## src/rtl/pe_os_mac.sv

```systemverilog
// Output-stationary MAC processing element: forwards operands one cycle later and accumulates
// a saturating dot product that is handed to a single-entry, non-blocking result register.
module pe_os_mac #(
    parameter int BW     = 8,
    parameter int ACC_W  = 20,
    parameter int CNT_W  = 8,
    parameter int SIGNED = 1
) (
    input  logic             i_clock,
    input  logic             i_reset,
    input  logic             i_valid,
    input  logic [BW-1:0]    i_activation,
    input  logic [BW-1:0]    i_weight,
    input  logic             i_last,
    input  logic             i_clear,
    input  logic             i_result_ready,
    output logic [BW-1:0]    o_activation,
    output logic [BW-1:0]    o_weight,
    output logic             o_valid,
    output logic             o_last,
    output logic [ACC_W-1:0] o_result,
    output logic             o_result_valid,
    output logic [CNT_W-1:0] o_result_count,
    output logic             o_result_sat,
    output logic             o_dropped
);
    localparam logic IS_SIGNED = (SIGNED != 0);

    logic             r_s1_valid, r_s1_last, r_s1_clear;
    logic [BW-1:0]    r_s1_act, r_s1_wgt;
    logic [ACC_W-1:0] r_acc, r_result;
    logic [CNT_W-1:0] r_cnt, r_res_cnt;
    logic             r_sat, r_start, r_res_sat, r_res_vld, r_dropped;

    logic [ACC_W-1:0] w_a_ext, w_w_ext, w_prod, w_clamp, w_acc_add, w_acc_nxt;
    logic [ACC_W:0]   w_sum;
    logic [CNT_W-1:0] w_cnt_nxt;
    logic             w_ovf, w_fresh, w_sat_nxt, w_load;

    always_ff @(posedge i_clock or posedge i_reset) begin
        if (i_reset) begin
            r_s1_valid <= 1'b0;
            r_s1_last  <= 1'b0;
            r_s1_clear <= 1'b0;
            r_s1_act   <= '0;
            r_s1_wgt   <= '0;
        end else begin
            r_s1_valid <= i_valid;
            r_s1_last  <= i_last;
            r_s1_clear <= i_clear;
            r_s1_act   <= i_activation;
            r_s1_wgt   <= i_weight;
        end
    end

    // Extending both operands to ACC_W first keeps the low ACC_W product bits exact in either mode.
    assign w_a_ext = {{(ACC_W-BW){IS_SIGNED & r_s1_act[BW-1]}}, r_s1_act};
    assign w_w_ext = {{(ACC_W-BW){IS_SIGNED & r_s1_wgt[BW-1]}}, r_s1_wgt};
    assign w_prod  = w_a_ext * w_w_ext;

    assign w_sum   = {IS_SIGNED & r_acc[ACC_W-1], r_acc} + {IS_SIGNED & w_prod[ACC_W-1], w_prod};
    assign w_ovf   = IS_SIGNED ? (w_sum[ACC_W] ^ w_sum[ACC_W-1]) : w_sum[ACC_W];
    assign w_clamp = !IS_SIGNED    ? '1 :
                     w_sum[ACC_W]  ? {1'b1, {(ACC_W-1){1'b0}}} :
                                     {1'b0, {(ACC_W-1){1'b1}}};
    assign w_acc_add = w_ovf ? w_clamp : w_sum[ACC_W-1:0];

    assign w_fresh   = r_start | r_s1_clear;
    assign w_acc_nxt = w_fresh ? w_prod : w_acc_add;
    assign w_cnt_nxt = w_fresh ? CNT_W'(1) : ((&r_cnt) ? r_cnt : r_cnt + CNT_W'(1));
    assign w_sat_nxt = w_fresh ? 1'b0 : (r_sat | w_ovf);
    assign w_load    = r_s1_valid & r_s1_last;

    always_ff @(posedge i_clock or posedge i_reset) begin
        if (i_reset) begin
            r_acc     <= '0;
            r_cnt     <= '0;
            r_sat     <= 1'b0;
            r_start   <= 1'b1;
            r_result  <= '0;
            r_res_cnt <= '0;
            r_res_sat <= 1'b0;
            r_res_vld <= 1'b0;
            r_dropped <= 1'b0;
        end else begin
            if (r_s1_valid) begin
                r_acc   <= w_acc_nxt;
                r_cnt   <= w_cnt_nxt;
                r_sat   <= w_sat_nxt;
                r_start <= r_s1_last;
            end else if (r_s1_clear) begin
                r_acc   <= '0;
                r_cnt   <= '0;
                r_sat   <= 1'b0;
                r_start <= 1'b1;
            end
            // A new result always wins; an unaccepted one it replaces is flagged as lost.
            if (w_load) begin
                r_result  <= w_acc_nxt;
                r_res_cnt <= w_cnt_nxt;
                r_res_sat <= w_sat_nxt;
                r_res_vld <= 1'b1;
                if (r_res_vld && !i_result_ready)
                    r_dropped <= 1'b1;
            end else if (i_result_ready) begin
                r_res_vld <= 1'b0;
            end
        end
    end

    assign o_activation   = r_s1_act;
    assign o_weight       = r_s1_wgt;
    assign o_valid        = r_s1_valid;
    assign o_last         = r_s1_last;
    assign o_result       = r_result;
    assign o_result_valid = r_res_vld;
    assign o_result_count = r_res_cnt;
    assign o_result_sat   = r_res_sat;
    assign o_dropped      = r_dropped;

endmodule

```

## config.mk

```make
export PLATFORM = sky130hd
export DESIGN_NAME = pe_os_mac
export DESIGN_NICKNAME = d
export VERILOG_FILES = /design/src/rtl/pe_os_mac.sv
export SDC_FILE = /design/constraint.sdc
export NUM_CORES = 1
export LEC_CHECK = 0
export CAP_MARGIN = 20
export CORE_MARGIN = 5
export CORE_UTILIZATION = 50
export DETAILED_ROUTE_END_ITERATION = 16
export GPL_ROUTABILITY_DRIVEN = 0
export PLACE_DENSITY = 0.78
export SYNTH_ARGS = -nofsm -noshare
export SYNTH_HDL_FRONTEND = slang
export SYNTH_SLANG_ARGS = --single-unit
```

## constraint.sdc

```tcl
create_clock -name i_clock -period 6.83 [get_ports i_clock]
set_clock_uncertainty 0.05 [all_clocks]
set_input_delay 1.366 -clock i_clock [delete_from_list [all_inputs] [get_ports i_clock]]
set_output_delay 1.366 -clock i_clock [all_outputs]
set_load 0.02 [all_outputs]
```

==> results of run 1 <==
==> cell usage after synthesis, types with 5 or more instances <==
master      n
a211oi_1   13
a21o_1     11
a21oi_1    42
a31oi_1    16
and2_1     49
and3_1      5
clkbuf_1   20
dfrtp_1    79
fa_1       56
ha_1       52
inv_1     111
nand2_1    78
nand2b_1    8
nand3_1    15
nor2_1     39
nor2b_1     8
nor3_1      8
o211ai_1   15
o21ai_0    42
o31ai_1    12
xnor2_1    24
xor2_1     10
==> through the flow <==
step,utilization,hold slack [ns]
2_1_floorplan,-,0.405
3_3_place_gp,0.600,0.401
3_5_place_dp,0.600,0.415
4_1_cts,0.630,0.429
5_1_grt,0.666,0.447
6_report,0.666,0.423
==> final timing paths <==
check                                                   start                             to  slack [ns]  depth (start not counted)
worst max-delay path                o_activation[7]$_DFF_PP0_           r_acc[2]$_DFFE_PP0P_        0.01                         27
worst min-delay path            o_result_count[2]$_DFFE_PP0P_  o_result_count[2]$_DFFE_PP0P_        0.42                          2
worst max register to register      o_activation[7]$_DFF_PP0_           r_acc[2]$_DFFE_PP0P_        0.01                         27
worst min register to register  o_result_count[2]$_DFFE_PP0P_  o_result_count[2]$_DFFE_PP0P_        0.42                          2
max in group asynchronous                             i_reset            r_start$_DFFE_PP1P_        4.64                          4
min in group asynchronous                             i_reset              o_valid$_DFF_PP0_        1.41                          3
==> layout make-up <==
type,instances,area [um^2],share of cell area
multi-input cells,575,4940,0.533
repair buffers,151,1380,0.149
clock inverters,6,68.8,0.00742
inverters,111,418,0.0450
flip-flops and latches,80,2010,0.217
well taps,180,225,0.0243
clock buffers,10,229,0.0247
==> per-layer routing <==
metal,vias to the layer above,wire length [um],GRT usage
met2,270,9720,0.358
met5,-,0,0
met1,3178,8130,0.312
li1,2960,-,-
met3,53,1340,0.0280
met4,0,709,0.0752
==> cell families (layout without fill, tap and decap cells) <==
| group | after synthesis | count (layout) |
|---|---|---|
| AND/OR/NAND/NOR | 225 | 225 |
| AO/OA/AOI/OAI | 203 | 203 |
| buffers and inverters | 137 | 278 |
| adder cells (fa/ha/maj) | 108 | 108 |
| flip-flops | 80 | 80 |
| XOR/XNOR | 34 | 34 |
| multiplexers | 4 | 5 |
==> critical path, cell delays in order (launching register included) <==
cell and delay [ns]:
dfrtp_2 0.45, buf_6 0.14, and2_4 0.15, fa_1 0.50, inv_1 0.06, fa_1 0.52, inv_1 0.07, fa_1 0.55
inv_2 0.04, fa_1 0.49, inv_2 0.05, ha_4 0.24, o211ai_1 0.18, a21oi_2 0.14, o311a_4 0.36, nand2_4 0.09
o21ai_4 0.07, nor2_4 0.17, ha_4 0.25, o21a_1 0.17, o211ai_1 0.28, nor2_2 0.07, or3_4 0.41, a211oi_4 0.27
mux2i_4 0.13, buf_12 0.17, a311o_1 0.36, a32o_1 0.26
==> state kept, by name (all words and copies together), names as in the netlist <==
signal and flops:
o_result 20, r_acc 20, o_activation 8, o_result_count 8
o_weight 8, r_cnt 8, o_dropped 1, o_last 1
o_result_sat 1, o_result_valid 1, o_valid 1, r_s1_clear 1
r_sat 1, r_start 1
==> cells in the final DEF, fill, tap and decap left out, types with 6 or more instances in the layout <==
master,instances
ha_4,10
nand2_1,75
dfrtp_1,71
o21ai_0,37
inv_1,104
nand3_1,13
nor2b_1,6
nand2b_1,8
ha_1,38
o31ai_1,12
inv_2,6
a211oi_2,6
and2_1,41
xnor2_1,24
a21oi_1,39
clkbuf_16,9
a211oi_1,10
fa_1,55
dfrtp_2,8
nor2_1,37
and2_4,8
a21o_1,11
o211ai_1,15
a31oi_1,15
clkdlybuf4s50_1,70
xor2_1,10
buf_4,72
==> timing repair <==
action	4_1_cts	5_1_grt
setup buffers	7	19
gates cloned	0	1
pin swaps	5	47
gates resized for setup	13	72
setup endpoints to repair	18	42
==> flow_metrics.tcl, run 1 <==
set metrics [dict create \
    relSlewSlack 0.406 \
    async_reset_ff_frac 1.00 \
    clock_latency_ns 0.35 \
    synth_top_area_frac 0.277 \
    cts_made_buffers 9 \
    totalWireLength_um 19900 \
    drive_gt1_frac 0.195 \
    dp_cells 1067 \
    synth_flop_cell "dfrtp_1" \
    finalNonFillerCells 1113 \
    synth-compound-area-share 0.194 \
    io_pins 71 \
    grt_max_degree 81 \
    drc 0 \
    grt_pass1_wl_um 29800 \
    vias 6461 \
    ant_nets 0 \
    ys_warn_count 0 \
    worst_slew_pin_slew_ns 0.888 \
    syn_to_final_growth_pct 30.1 \
    setup_viol 0 \
    timing.fmax_ghz 0.147 \
    period_share 0.998 \
    dp_hpwl_um 13200 \
    post_dp_cell_area_um2 8360 \
    grt_overflow 0 \
    maxCapViolCount 0 \
    rows 43 \
    die_area_um2 16700 \
    grt_antenna_before_repair 0 \
    htreeDepth 3 \
    root_buffer "clkbuf_16" \
    slew_viol_final 0 \
    ys_seq_area_frac 0.281 \
    clock-sinks 80 \
    fillers 1044 \
    diodes 0 \
    grt_pass1_vias 6058 \
    cts.reportedPaths.clkPinSlew_ns 0.06 \
    synth_xor_area_frac 0.0418 \
    die_w_um 129 \
    initial_core_util 0.512 \
    required_ns 7.01 \
    layout.nets 1058 \
    syn_area_per_cell_um2 9.01 \
    vias_per_cell 5.81 \
    synth_cell_type_count 64 \
    crit_type "reg -> reg" \
    yosysTopAreaCell "dfrtp_1" \
    finalSetupTns_ns 0 \
    core-area_um2 13900 \
    cts_hold_buf 0 \
    synth-edff-count 0 \
    die_h_um 129 \
    worst_hold_path_type "reg -> reg" \
    gr-usage-all-layers 0.222 \
    crit_path_end_kind "flip-flop" \
    port_buffers 70 \
    drt_iter0_drc 684 \
    clock_path_buffers 2 \
    wl_per_cell_um 17.9 \
    fin_area_um2 9280 \
    synthAdderAreaFrac 0.248 \
    cts_tree "done" \
    synth.cell_area_um2 7130 \
    synthMuxAreaShare 0.00702 \
    fin_ws_ns 0.0132 \
    syn_nets 921 \
    timing.final.crit_period_ns 6.82 \
    synth_top_family_by_area "adder cells" \
    start_kind "flip-flop" \
    dp_slack_ns -0.109 \
    synth-seq-cells 80 \
    synth_area_leaders "dfrtp_1 (28%), fa_1 (16%), ha_1 (9.1%)" \
    outcome "finished clean" \
    firstDrtPassIters 5 \
    synth-simple-area-share 0.153 \
    cp.arrival_ns 7.00 \
    synth_cells 791 \
    hold_violations 0 \
    path_max_fanout 7 \
]
Power of run 1 is not shown: default switching activity piles up to over one toggle a cycle in this logic, so the estimate is an artifact.
==> run 2, diff against run 1 <==
Settings changed: ABC_AREA set to 0, CORE_MARGIN 5 to 8, PLACE_DENSITY 0.78 to 0.75.
Clock period 6.83 ns to 7.07 ns, I/O delays scaled along.
==> run 2 against run 1 <==
  * Die area rose by 9.5%
  * Highest routed layer unchanged
  * Largest cell class unchanged
  * Via count decreased by 6.4%
  * Count of clock-buffer cells in the layout is 1 higher
  * Sequential cell count unchanged
  * Sequential share of layout area up 1.2 points
  * Critical path depth decreased by 1
  * Wire length decreased by 9.6%
==> flow_metrics.tcl, run 2 (same netlist as run 1, synthesis figures left out) <==
set metrics [dict create \
    outcome "finished clean" \
    final_cell_mix "inv_1 (108), nand2_1 (74), dfrtp_1 (73)" \
    layout.nets 1011 \
    setup_viol 0 \
    core-area_um2 13900 \
    gr-usage-all-layers 0.194 \
    slew_viol_final 0 \
    grt_overflow 0 \
    r2r_end "r_acc[2]$_DFFE_PP0P_" \
    totalWireLength_um 18000 \
    regToRegSetupSlack_ns 0.16 \
    worst_hold_path_type "reg -> reg" \
    grt_antenna_before_repair 0 \
    initial_core_util 0.512 \
    dp_hpwl_um 12900 \
    hold_violations 0 \
    whs_path_depth 2 \
    period_share 0.977 \
    cts_tree "done" \
    wl_per_cell_um 16.9 \
    htreeDepth 3 \
    timing.fmax_ghz 0.145 \
    crit_path_end_kind "flip-flop" \
    firstDrtPassIters 5 \
    worst_slew_pin_slew_ns 1.01 \
    ant_nets 0 \
    rows 43 \
    regArea_um2 2010 \
    die_h_um 135 \
    io_pins 71 \
    die_w_um 135 \
    cts_made_buffers 9 \
    path_max_fanout 8 \
    root_buffer "clkbuf_16" \
    clock_latency_ns 0.35 \
    relSlewSlack 0.328 \
    syn_to_final_growth_pct 23.3 \
    drive_gt1_frac 0.125 \
    path_common_cell "fa_1" \
    layout_commonest_cell "inv_1" \
    fillers 1154 \
    diodes 0 \
    multi_input_area_um2 4840 \
    clock_path_buffers 2 \
    cp.arrival_ns 7.09 \
    hp-start "o_result_sat$_DFFE_PP0P_" \
    rr_startpoint "o_activation[7]$_DFF_PP0_" \
    die_area_um2 18300 \
    port_buffers 70 \
    vias_per_cell 5.67 \
    cpPeakStageDelay_ns 0.58 \
    timing.final.crit_period_ns 6.91 \
    cts.reportedPaths.clkPinSlew_ns 0.06 \
    grt_pass1_wl_um 28500 \
    drc 0 \
    crit_type "reg -> reg" \
    vias 6048 \
    worstHoldEndpoint "o_result_sat$_DFFE_PP0P_" \
    reg2reg_depth 26 \
    start_kind "flip-flop" \
    grt_max_degree 81 \
    hold_ws_ns 0.419 \
    drt_iter0_drc 401 \
    grt_pass1_vias 5766 \
    maxCapViolCount 0 \
    cts_hold_buf 0 \
    slowest_stage "fa_1" \
    clock-sinks 80 \
    required_ns 7.26 \
]
[run 2: cell types whose count changed in the layout (fill, tap and decap cells not counted), moves of 3 or more]
cell | before | now
xnor2_1 | 24 | 21
inv_1 | 104 | 108
ha_4 | 10 | 7
inv_2 | 6 | 2
and2_1 | 41 | 48
buf_12 | 3 | 0
and2_4 | 8 | 1
xnor2_2 | 0 | 3
buf_4 | 72 | 30
ha_1 | 38 | 43
[run 2: layout make-up]
type	instances	share of cell area
multi-input cells	575	0.550
flip-flops and latches	80	0.229
repair buffers	104	0.113
inverters	111	0.0475
clock buffers	11	0.0276
well taps	180	0.0256
clock inverters	5	0.00726
[run 2: worst max-delay path, delay by kind of cell (launching register included)]
family          cells  cell delay [ns]
flops               1             0.45
fa+ha+maj           6             2.63
mux                 1             0.20
compound gates     10             2.30
simple gates        4             0.80
buf+inv             5             0.36
[run 2: how the worst max path moves through the flow]
stage / slack (ns) / endpoint / depth (start not counted) / startpoint
floorplan: 0.10 / r_acc[2]$_DFFE_PP0P_ / 26 / o_weight[3]$_DFF_PP0_
global route: -0.07 / r_acc[2]$_DFFE_PP0P_ / 26 / o_activation[7]$_DFF_PP0_
CTS: 0.02 / r_acc[2]$_DFFE_PP0P_ / 26 / o_activation[7]$_DFF_PP0_
detailed placement: -0.07 / r_acc[8]$_DFFE_PP0P_ / 27 / o_weight[7]$_DFF_PP0_
global placement: 0.11 / o_result[3]$_DFFE_PP0P_ / 27 / o_weight[4]$_DFF_PP0_
finish: 0.16 / r_acc[2]$_DFFE_PP0P_ / 26 / o_activation[7]$_DFF_PP0_
[run 2: stage by stage]
step | TNS [ns] | worst slack [ns] | cell area (um^2) | utilization | cells
after global placement | 0 | 0.108 | 8100 | 0.581 | 1036
after floorplan | 0 | 0.102 | 7130 | - | 791
final | 0 | 0.162 | 8790 | 0.631 | 1066
after global routing | -0.119 | -0.0707 | 8790 | 0.631 | 1066
after CTS | 0 | 0.0153 | 8430 | 0.605 | 1054
after detailed placement | -0.276 | -0.0708 | 8100 | 0.581 | 1036
[run 2: what timing repair did]
item / CTS / global route
endpoints found under the setup margin: 11 / 41
cloned: 0 / 1
pin swaps: 1 / 17
resized for setup: 1 / 52
hold endpoints to repair: 0 / 0
buffers inserted: 2 / 9
[run 2: metal layers]
layer | vias to the layer above | GRT usage | share of wire
li1 | 2866 | - | -
met1 | 2960 | 0.268 | 0.45
met2 | 194 | 0.305 | 0.48
met3 | 28 | 0.0326 | 0.054
met4 | 0 | 0.0574 | 0.023
met5 | - | 0 | 0
Power of run 2 is left out for the same reason.
==> run 3, diff against run 2 <==
Settings changed: CORE_ASPECT_RATIO set to 0.6, CTS_CLUSTER_SIZE set to 12.
==> run 3 against run 2 <==
  * Count of clock-buffer cells in the layout is 1 higher
  * Wire length is 5.8% higher
  * Sequential share of layout area is 0.46 points lower
  * Global-route usage increased by 0.57 points
  * Utilization is 2.0 points higher
==> flow_metrics.tcl, run 3 (same netlist as run 1, synthesis figures left out) <==
set metrics [dict create \
    hold_violations 0 \
    gr-usage-all-layers 0.200 \
    fin_area_um2 8980 \
    drt_iter0_drc 567 \
    core-area_um2 13800 \
    outcome "finished clean" \
    grt_pass1_wl_um 29900 \
    die_area_um2 18500 \
    dp_slack_ns -0.215 \
    crit_path_end_kind "flip-flop" \
    grt_max_degree 65 \
    regArea_um2 2010 \
    multi_input_area_um2 4820 \
    cts.reportedPaths.clkPinSlew_ns 0.07 \
    timing.final.crit_period_ns 6.95 \
    post_dp_cell_area_um2 8210 \
    initial_core_util 0.517 \
    die_w_um 170 \
    worst_slew_pin_slew_ns 0.925 \
    cts_tree "done" \
    rr_startpoint "o_activation[7]$_DFF_PP0_" \
    r2r_end "r_acc[2]$_DFFE_PP0P_" \
    dp_hpwl_um 13800 \
    drc 0 \
    maxCapViolCount 0 \
    fillers 1131 \
    setup_viol 0 \
    htreeDepth 3 \
    port_buffers 70 \
    io_pins 71 \
    timing.fmax_ghz 0.144 \
    clock_latency_ns 0.34 \
    firstDrtPassIters 5 \
    cts_made_buffers 9 \
    drive_gt1_frac 0.149 \
    grt_pass1_vias 5778 \
    diodes 0 \
    path_common_cell "fa_1" \
    cp.arrival_ns 7.12 \
    grt_overflow 0 \
    regToRegSetupSlack_ns 0.12 \
    die_h_um 109 \
    layout.nets 1033 \
    period_share 0.982 \
    grt_antenna_before_repair 0 \
    required_ns 7.24 \
    vias 6150 \
    syn_to_final_growth_pct 25.9 \
    slew_viol_final 0 \
    relSlewSlack 0.383 \
    root_buffer "clkbuf_16" \
    totalWireLength_um 19000 \
    crit_path_start "o_activation[7]$_DFF_PP0_" \
    path_max_fanout 7 \
    crit_type "reg -> reg" \
    layout_commonest_cell "inv_1" \
    final_cell_mix "inv_1 (106), nand2_1 (77), dfrtp_1 (72)" \
    ant_nets 0 \
    worstSetupEndpoint "r_acc[2]$_DFFE_PP0P_" \
    rows 33 \
    fin_ws_ns 0.124 \
    start_kind "flip-flop" \
    reg2reg_depth 26 \
    clock_path_buffers 2 \
    whs_path_depth 2 \
    cpPeakStageDelay_ns 0.55 \
    wl_per_cell_um 17.3 \
    worst_hold_path_type "reg -> reg" \
    slowest_stage "fa_1" \
    vias_per_cell 5.59 \
    clock-sinks 80 \
]
[run 3: cell count changes in the layout (fill, tap and decap cells not counted), sizes merged]
cell / delta
buf: +21
clkbuf: +3
bufinv: -1
clkinv: -1
clkinvlp: +1
mux2: -1
[run 3: metal layers]
metal,global-route usage,wire (um)
met1,0.312,9450
met2,0.272,7850
met3,0.0440,1540
met4,0.0417,195
met5,0,0
[run 3: worst min path at each step]
stage                                         from                  endpoint
after floorplan              r_acc[14]$_DFFE_PP0P_     r_acc[14]$_DFFE_PP0P_
after global placement    o_result_sat$_DFFE_PP0P_  o_result_sat$_DFFE_PP0P_
after detailed placement  o_result_sat$_DFFE_PP0P_  o_result_sat$_DFFE_PP0P_
after CTS                 o_result_sat$_DFFE_PP0P_  o_result_sat$_DFFE_PP0P_
after global routing       o_result[1]$_DFFE_PP0P_   o_result[1]$_DFFE_PP0P_
final                     o_result_sat$_DFFE_PP0P_  o_result_sat$_DFFE_PP0P_
[run 3: cell type report]
class | instances | share of cell area
tap | 192 | 0.0268
sequential | 80 | 0.224
timing repair buffer | 127 | 0.135
multi-input combinational | 574 | 0.537
inverter | 111 | 0.0466
clock buffer | 12 | 0.0275
clock inverter | 4 | 0.00321
[run 3: through the flow]
step                      hold slack, ns  utilization  std cells  TNS [ns]
after floorplan                    0.405            -        791         0
after global placement             0.408        0.595       1059   -0.0597
after detailed placement           0.410        0.595       1059     -1.05
after CTS                          0.424        0.616       1076         0
after global routing               0.453        0.651       1100    -0.711
final                              0.424        0.651       1100         0
[run 3: worst max-delay path: cells and delay by family, from the launching register on]
kind	cells	cell delay, ns
DFF	1	0.44
muxes	1	0.14
buffers and inverters	5	0.55
AOI/OAI and AO/OA	10	2.41
and+or+nand+nor	4	0.60
adders and majority gates	6	2.64
[run 3: timing repair]
action,4_1_cts,5_1_grt
hold buffers,0,0
cloned,0,2
pin swaps,2,30
setup buffers,1,21
resized for setup,2,57
endpoints found under the hold margin,0,0
endpoints found under the setup margin,33,36
Power of run 3 is left out for the same reason.
